File: src/rtl/uart_rx.sv
// uart_rx: 8N1 serial receiver with a runtime bit period, feeding a FIFO write port.
// Reports framing errors and bytes dropped because the FIFO was full.
module uart_rx (
  input  logic        CLK,
  input  logic        rst_n,
  input  logic        RX,
  input  logic [20:0] prescaler_in,
  input  logic        full,
  output logic [7:0]  data,
  output logic        wr,
  output logic        rx_active,
  output logic        frame_err,
  output logic        overrun
);
  typedef enum logic [2:0] {IDLE, START, DATA, STOP, BRK} state_t;
  state_t state_q, state_d;
  logic rx_m_q, rx_s_q, rx_d_q;
  logic [20:0] cnt_q, cnt_d, p_q, p_d;
  logic [2:0] idx_q, idx_d;
  logic [7:0] sh_q, sh_d, data_q, data_d;
  logic wr_q, wr_d, fe_q, fe_d, ov_q, ov_d;
  logic fall, half_hit, bit_hit, stop_hit;
  assign fall     = rx_d_q & ~rx_s_q;
  assign half_hit = cnt_q == (p_q >> 1) - 21'd1;
  assign bit_hit  = cnt_q == p_q - 21'd1;
  assign stop_hit = state_q == STOP && bit_hit;
  // Synchronizer flops come out of reset high so an idle line never looks like an edge.
  always_ff @(posedge CLK or negedge rst_n) begin
    if (!rst_n) begin
      {rx_m_q, rx_s_q, rx_d_q} <= 3'b111;
      state_q <= IDLE;
      cnt_q   <= '0;
      p_q     <= '0;
      idx_q   <= '0;
      sh_q    <= '0;
      data_q  <= '0;
      wr_q    <= 1'b0;
      fe_q    <= 1'b0;
      ov_q    <= 1'b0;
    end else begin
      {rx_m_q, rx_s_q, rx_d_q} <= {RX, rx_m_q, rx_s_q};
      state_q <= state_d;
      cnt_q   <= cnt_d;
      p_q     <= p_d;
      idx_q   <= idx_d;
      sh_q    <= sh_d;
      data_q  <= data_d;
      wr_q    <= wr_d;
      fe_q    <= fe_d;
      ov_q    <= ov_d;
    end
  end
  always_comb begin
    state_d = state_q;
    case (state_q)
      IDLE:    if (fall) state_d = START;
      START:   if (half_hit) state_d = rx_s_q ? IDLE : DATA;
      DATA:    if (bit_hit && idx_q == 3'd7) state_d = STOP;
      STOP:    if (bit_hit) state_d = rx_s_q ? IDLE : BRK;
      BRK:     if (rx_s_q) state_d = IDLE;
      default: state_d = IDLE;
    endcase
  end
  always_comb begin
    cnt_d  = (state_q == IDLE || (state_q == START && half_hit) ||
              ((state_q == DATA || state_q == STOP) && bit_hit)) ? '0 : cnt_q + 21'd1;
    p_d    = (state_q == IDLE && fall) ? prescaler_in : p_q;
    idx_d  = state_q == IDLE ? '0 : (state_q == DATA && bit_hit) ? idx_q + 3'd1 : idx_q;
    sh_d   = (state_q == DATA && bit_hit) ? {rx_s_q, sh_q[7:1]} : sh_q;
    wr_d   = stop_hit & rx_s_q & ~full;
    ov_d   = stop_hit & rx_s_q & full;
    fe_d   = stop_hit & ~rx_s_q;
    data_d = wr_d ? sh_q : data_q;
  end
  assign data      = data_q;
  assign wr        = wr_q;
  assign frame_err = fe_q;
  assign overrun   = ov_q;
  assign rx_active = state_q != IDLE;
endmodule

File: config.mk
export PLATFORM = sky130hd
export DESIGN_NAME = uart_rx
export DESIGN_NICKNAME = d
export VERILOG_FILES = /design/src/rtl/uart_rx.sv
export SDC_FILE = /design/constraint.sdc
export NUM_CORES = 1
export LEC_CHECK = 0
export CAP_MARGIN = 10
export CELL_PAD_IN_SITES_DETAIL_PLACEMENT = 1
export CELL_PAD_IN_SITES_GLOBAL_PLACEMENT = 2
export CORE_ASPECT_RATIO = 0.5
export CORE_MARGIN = 2
export CORE_UTILIZATION = 26
export CTS_BUF_LIST = sky130_fd_sc_hd__clkbuf_8
export DETAILED_ROUTE_END_ITERATION = 10
export PLACE_DENSITY_LB_ADDON = 0.1
export SLEW_MARGIN = 30
export SYNTH_ARGS = -nofsm -noshare
export SYNTH_HDL_FRONTEND = slang
export SYNTH_SLANG_ARGS = --single-unit
File: constraint.sdc
create_clock -name CLK -period 9.3 [get_ports CLK]
set_input_delay 0.93 -clock CLK [delete_from_list [all_inputs] [get_ports CLK]]
set_output_delay 0.93 -clock CLK [all_outputs]
set_load 0.1 [all_outputs]
Word-level counts from Yosys, hierarchy flattened:

Index checks and enable logic that the tools add are counted.

* logic and storage cells: 59
* input port bits: 25
* register bits after elaboration: 70
* output and inout bits: 12

* reductions and logical operators: 13
* mux-type cells: 11
* bitwise logic cells: 7
* eq/ne operators: 12
* $add $sub $neg: 4

Operators with widths (count)
* $eq 21x21->1: 2
* $mux 3: 8
* $add 21x1->21 const B: 1
* $mux 21: 1
* $sub 20x1->21 const B: 1
* $sub 21x1->21 const B: 1
* $pmux 3 s5: 1
* $ne 2x2->1 const B: 5
* $eq 3x2->1 const B: 2
* $eq 3x3->1 const B: 2
* $logic_and 1x1->1: 6
* $and 1x1->1: 5
* $reduce_and 5->1: 1
* $add 3x1->3 const B: 1
* $eq 3x1->1 const B: 1
* $logic_not 3->1: 1
* $logic_or 1x1->1: 3
* $reduce_bool 3->1: 1
* $mux 2: 1
* $not 1->1: 2
* $reduce_bool 2->1: 1

Depth between registers and ports, before layout:

* depth in word-level cells: 6
* mapped depth: 10
* depth with buffers taken out: 9

Worst setup path after synthesis:

No wires, ideal clock.

* path kind: flip-flop to flip-flop
* start: reg p_q[1]
* end: reg sh_q[1]
* library setup time: 125 ps
* cell stages (with the launch flop): 11
* data required time: 9175 ps
* arrival time: 2899 ps
* clock period less this slack: 3024 ps
* setup slack: 6276 ps
* buffers on the path: 1
* path through: dfrtp_1 -> inv_1 -> ha_1 -> or3b_2 -> a2111oi_0 -> nor2_1 -> a211oi_4 -> nand4b_4 -> nor4_4 -> buf_6 -> mux2_4

* word-level cells in the longest chain between the ends: 3

RTL lines
* start, declared: RTL line 18 `logic [20:0] cnt_q, cnt_d, p_q, p_d;`
* start signal, assigned: RTL line 44 `p_q <= p_d;`
* $sub 21x1->21: RTL line 25 `assign bit_hit = cnt_q == p_q - 21'd1;`
* $eq 21x21->1: RTL line 25
* $logic_and 1x1->1: RTL line 69 `sh_d = (state_q == DATA && bit_hit) ? {rx_s_q, sh_q[7:1]} : sh_q;`
* end signal, assigned: RTL line 35 `sh_q <= '0;`
* end signal, assigned: RTL line 46 `sh_q <= sh_d;`
* end, declared: RTL line 20 `logic [7:0] sh_q, sh_d, data_q, data_d;`

Every way passes these cells.
A chain may end at the register's enable or synchronous reset.

Worst setup path after layout:

* start: reg p_q[0]
* end: reg sh_q[5]

The elaborated chain is that of the path after synthesis.

==> impl_results.md <==
- Final Cycle Share: 44.4%
- Critical Path Sink Type: flop
- Filler cell count: 1955
- Max frequency: 242 MHz
- Leakage: 2.11 nW
- Worst-Margin Slew: 1.01 ns
- Reg-to-Reg End: sh_q[5]$_DFFE_PN0P_
- Clock sink count: 70
- Vias in the first global route: 3687
- First DRT Iteration DRCs: 159
- First-pass GRT wire length: 23000 um
- Max stage delay on crit path: 0.66 ns
- Hpwl dp: 10500 um
- Cell Chain, Critical Path: inv_1, ha_1, nor3b_1, nand4_1, o31a_1, a211oi_1, nand3b_1, nor4_4, buf_6, mux2_4
- Global route overflow: 0
- Synth async-reset ratio: 100%
- Sw power: 0.448 mW
- Worst-Skew Late Latency: 0.38 ns
- Drt via density: 4.91
- Final #Nets: 493
- Post-synth top area share: 35.9%
- Worst hold-check path type: reg -> reg
- Max Slew Vio Count: 0
- Hold depth: 0
- Worst-path fanout max: 6
- Synth Register Bits: 70
- Net Count, Synth: 483
- Status: complete, no violations
- Die Height: 98.8 um
- Required time worst endpoint: 9.56 ns
- Die Area: 19100 um^2
- Distinct cells, synth: 62
- Cell total after placement: 684
- Minimum clock period: 4.13 ns
- YS warnings: 0
- Placer Congestion: 0.746
- Critical Path AT: 4.39 ns
- # Post-CTS Setup Buffers: 0
- Post-synth EDFFs: 0
- Synthesized area: 4670 um^2
- WHS Endpoint: rx_s_q$_DFF_PN1_
- Leading area contributor after synthesis: dfrtp_1
- P_int: 0.607 mW
- Initial antenna violation count: 0
- Startpoint Class: flop
- Resized cells post-CTS: 0
- Initial Util: 26.7%
- N_diodes: 0
- DR pass1 iterations: 4
- Total CTS buffers: 9
- Post-synthesis sequential area ratio: 37.6%
- Clock network fraction of total power: 24.8%
- Critical path type: reg -> reg
- Num rows: 34
- Register area: 1760 um^2
- Area of the multi-input gates: 2680 um^2
- Ratio of cells with drive above 1 in the final layout: 18.4%
- Worst Min Path Start: rx_m_q$_DFF_PN1_
- Routed wire length: 14100 um
- Area contributors post-synth: dfrtp_1, xnor2_1, mux2_2
- Avg Cell Area, Syn: 10.3 um^2
- Via count: 3441
- Synth-to-layout area growth: 14.8%
- Hold Vio Cnt, Final: 0
- Placed inst area: 5160 um^2
- Setup TNS: 0 ns
- IO Pins: 37
- R2R depth: 10
- Clock root buffer: clkbuf_8
- Switching part of the total power: 42.5%
- Reg-to-Reg Start: p_q[0]$_DFFE_PN0P_
- Die W: 194 um
- CTS tree: built
- Sequential share of power: 43.3%
- Drc violations: 0
- Final Cell Area: 5370 um^2
- Deepest level of the CTS H-tree: 3
- Slowest cell on crit path: nor3b_1
- Unrepaired setup endpoints after global routing: no
- CTS Buffer Depth: 2
- Antenna Violating Nets Remaining: 0
- IO buf count: 36
- Clock-pin slew on the worst setup and hold paths: 0.10 ns
- PwrDens: 197 nW/um^2
- Largest net degree at the start of global routing: 71
- Max-slew headroom: 32.6%
- Cts hold-fix bufs: 0
- Core Area: 17500 um^2
- Endpoints failing setup: 0
- Cells after Synth: 452
- Top FF cell, synth: dfrtp_1
- WL per Instance: 20.2 um
- Layout Cells excl Fill: 701
- Combinational Power Share: 31.9%
- Total GRT Usage: 16.0%
- # Max-Cap Violations: 0
- Peak supply drop: 0.0589 mV
- Reg2Reg Setup Slack: 5.17 ns
- Skew final: 0.0153 ns
cells by family (layout without fill, tap and decap cells):
family / count (synthesis) / count (layout) / synth area share, %
AOI/OAI and AO/OA: 55 / 55 / 9.07
xor gates and xnor gates: 80 / 80 / 15.0
adders and majority gates: 6 / 6 / 1.61
buffers and inverters: 53 / 68 / 5.51
DFF: 70 / 70 / 37.6
muxes: 43 / 43 / 10.8
and+or+nand+nor: 145 / 145 / 20.5
flip-flops by register name, indices dropped and copies added (netlist names), 3 cells and up:
signal   cells
cnt_q       21
p_q         21
data         8
sh_q         8
idx_q        3
state_q      3
metal layers:
layer | GRT usage [%] | vias up | share of wire [%]
met3 | 3.76 | 11 | 2.8
li1 | - | 1651 | -
met2 | 23.0 | 29 | 41
met1 | 24.0 | 1750 | 55
met4 | 3.17 | 0 | 0.80
met5 | 0 | - | 0
area by class of cell:
cell class / instances / share of cell area [%]
clock buffer: 9 / 2.31
clock inverter: 7 / 1.33
inverter: 13 / 0.910
timing repair buffer: 39 / 7.30
sequential: 70 / 32.7
multi-input combinational: 329 / 50.0
tap: 234 / 5.46
layout by cell type (no fill, tap or decap), types with 6 or more instances in the layout:
cell,n
clkdlybuf4s50_1,35
nor4_1,12
a211oi_1,24
xor2_1,33
nand2_1,19
dfrtp_1,67
mux2_2,31
inv_1,13
nor2_1,23
nand4_1,8
clkbuf_8,9
or4_1,6
nor3_1,9
nand3_1,16
mux2_4,7
ha_1,6
xnor2_1,47
metrics by stage:
step	hold WS, ns	util (%)	setup WS [ns]	total power, mW
final	0.365	30.7	5.17	1.05
after global routing	0.369	30.7	4.83	1.14
after CTS	0.368	30.6	5.16	1.07
after detailed placement	0.353	29.5	5.19	0.803
after global placement	0.346	29.4	5.00	0.806
after floorplan	0.345	-	6.28	0.705
critical path: cells and delay by family (launching register included):
kind | cells | cell delay (ns)
compound gates | 2 | 0.67
fa+ha+maj | 1 | 0.19
buf+inv | 2 | 0.32
flops | 1 | 0.48
mux | 1 | 0.30
simple gates | 4 | 2.04
worst max-delay path by stage:
stage | start | to | slack, ns | cells past startpoint
finish | p_q[0]$_DFFE_PN0P_ | sh_q[5]$_DFFE_PN0P_ | 5.17 | 10
global route | p_q[1]$_DFFE_PN0P_ | sh_q[6]$_DFFE_PN0P_ | 4.83 | 10
CTS | p_q[0]$_DFFE_PN0P_ | sh_q[5]$_DFFE_PN0P_ | 5.16 | 10
detailed placement | p_q[0]$_DFFE_PN0P_ | sh_q[5]$_DFFE_PN0P_ | 5.19 | 10
global placement | p_q[0]$_DFFE_PN0P_ | sh_q[0]$_DFFE_PN0P_ | 5.00 | 9
floorplan | p_q[1]$_DFFE_PN0P_ | sh_q[1]$_DFFE_PN0P_ | 6.28 | 10
cell usage after synthesis (6+ instances only):
cell,instances
a211oi_1,24
buf_2,8
buf_6,6
clkbuf_1,21
dfrtp_1,67
ha_1,6
inv_1,13
mux2_2,31
mux2_4,7
nand2_1,19
nand3_1,16
nand4_1,8
nor2_1,24
nor3_1,10
nor4_1,12
or4_1,6
xnor2_1,47
xor2_1,33
power groups by stage:
stage / clock network [mW] / logic, mW / registers (mW)
3_5_place_dp: 0 / 0.338 / 0.466
2_1_floorplan: 0 / 0.329 / 0.376
4_1_cts: 0.272 / 0.341 / 0.460
5_1_grt: 0.285 / 0.378 / 0.472
6_report: 0.261 / 0.336 / 0.457
3_3_place_gp: 0 / 0.339 / 0.467
(Power assumes the default switching activity.)
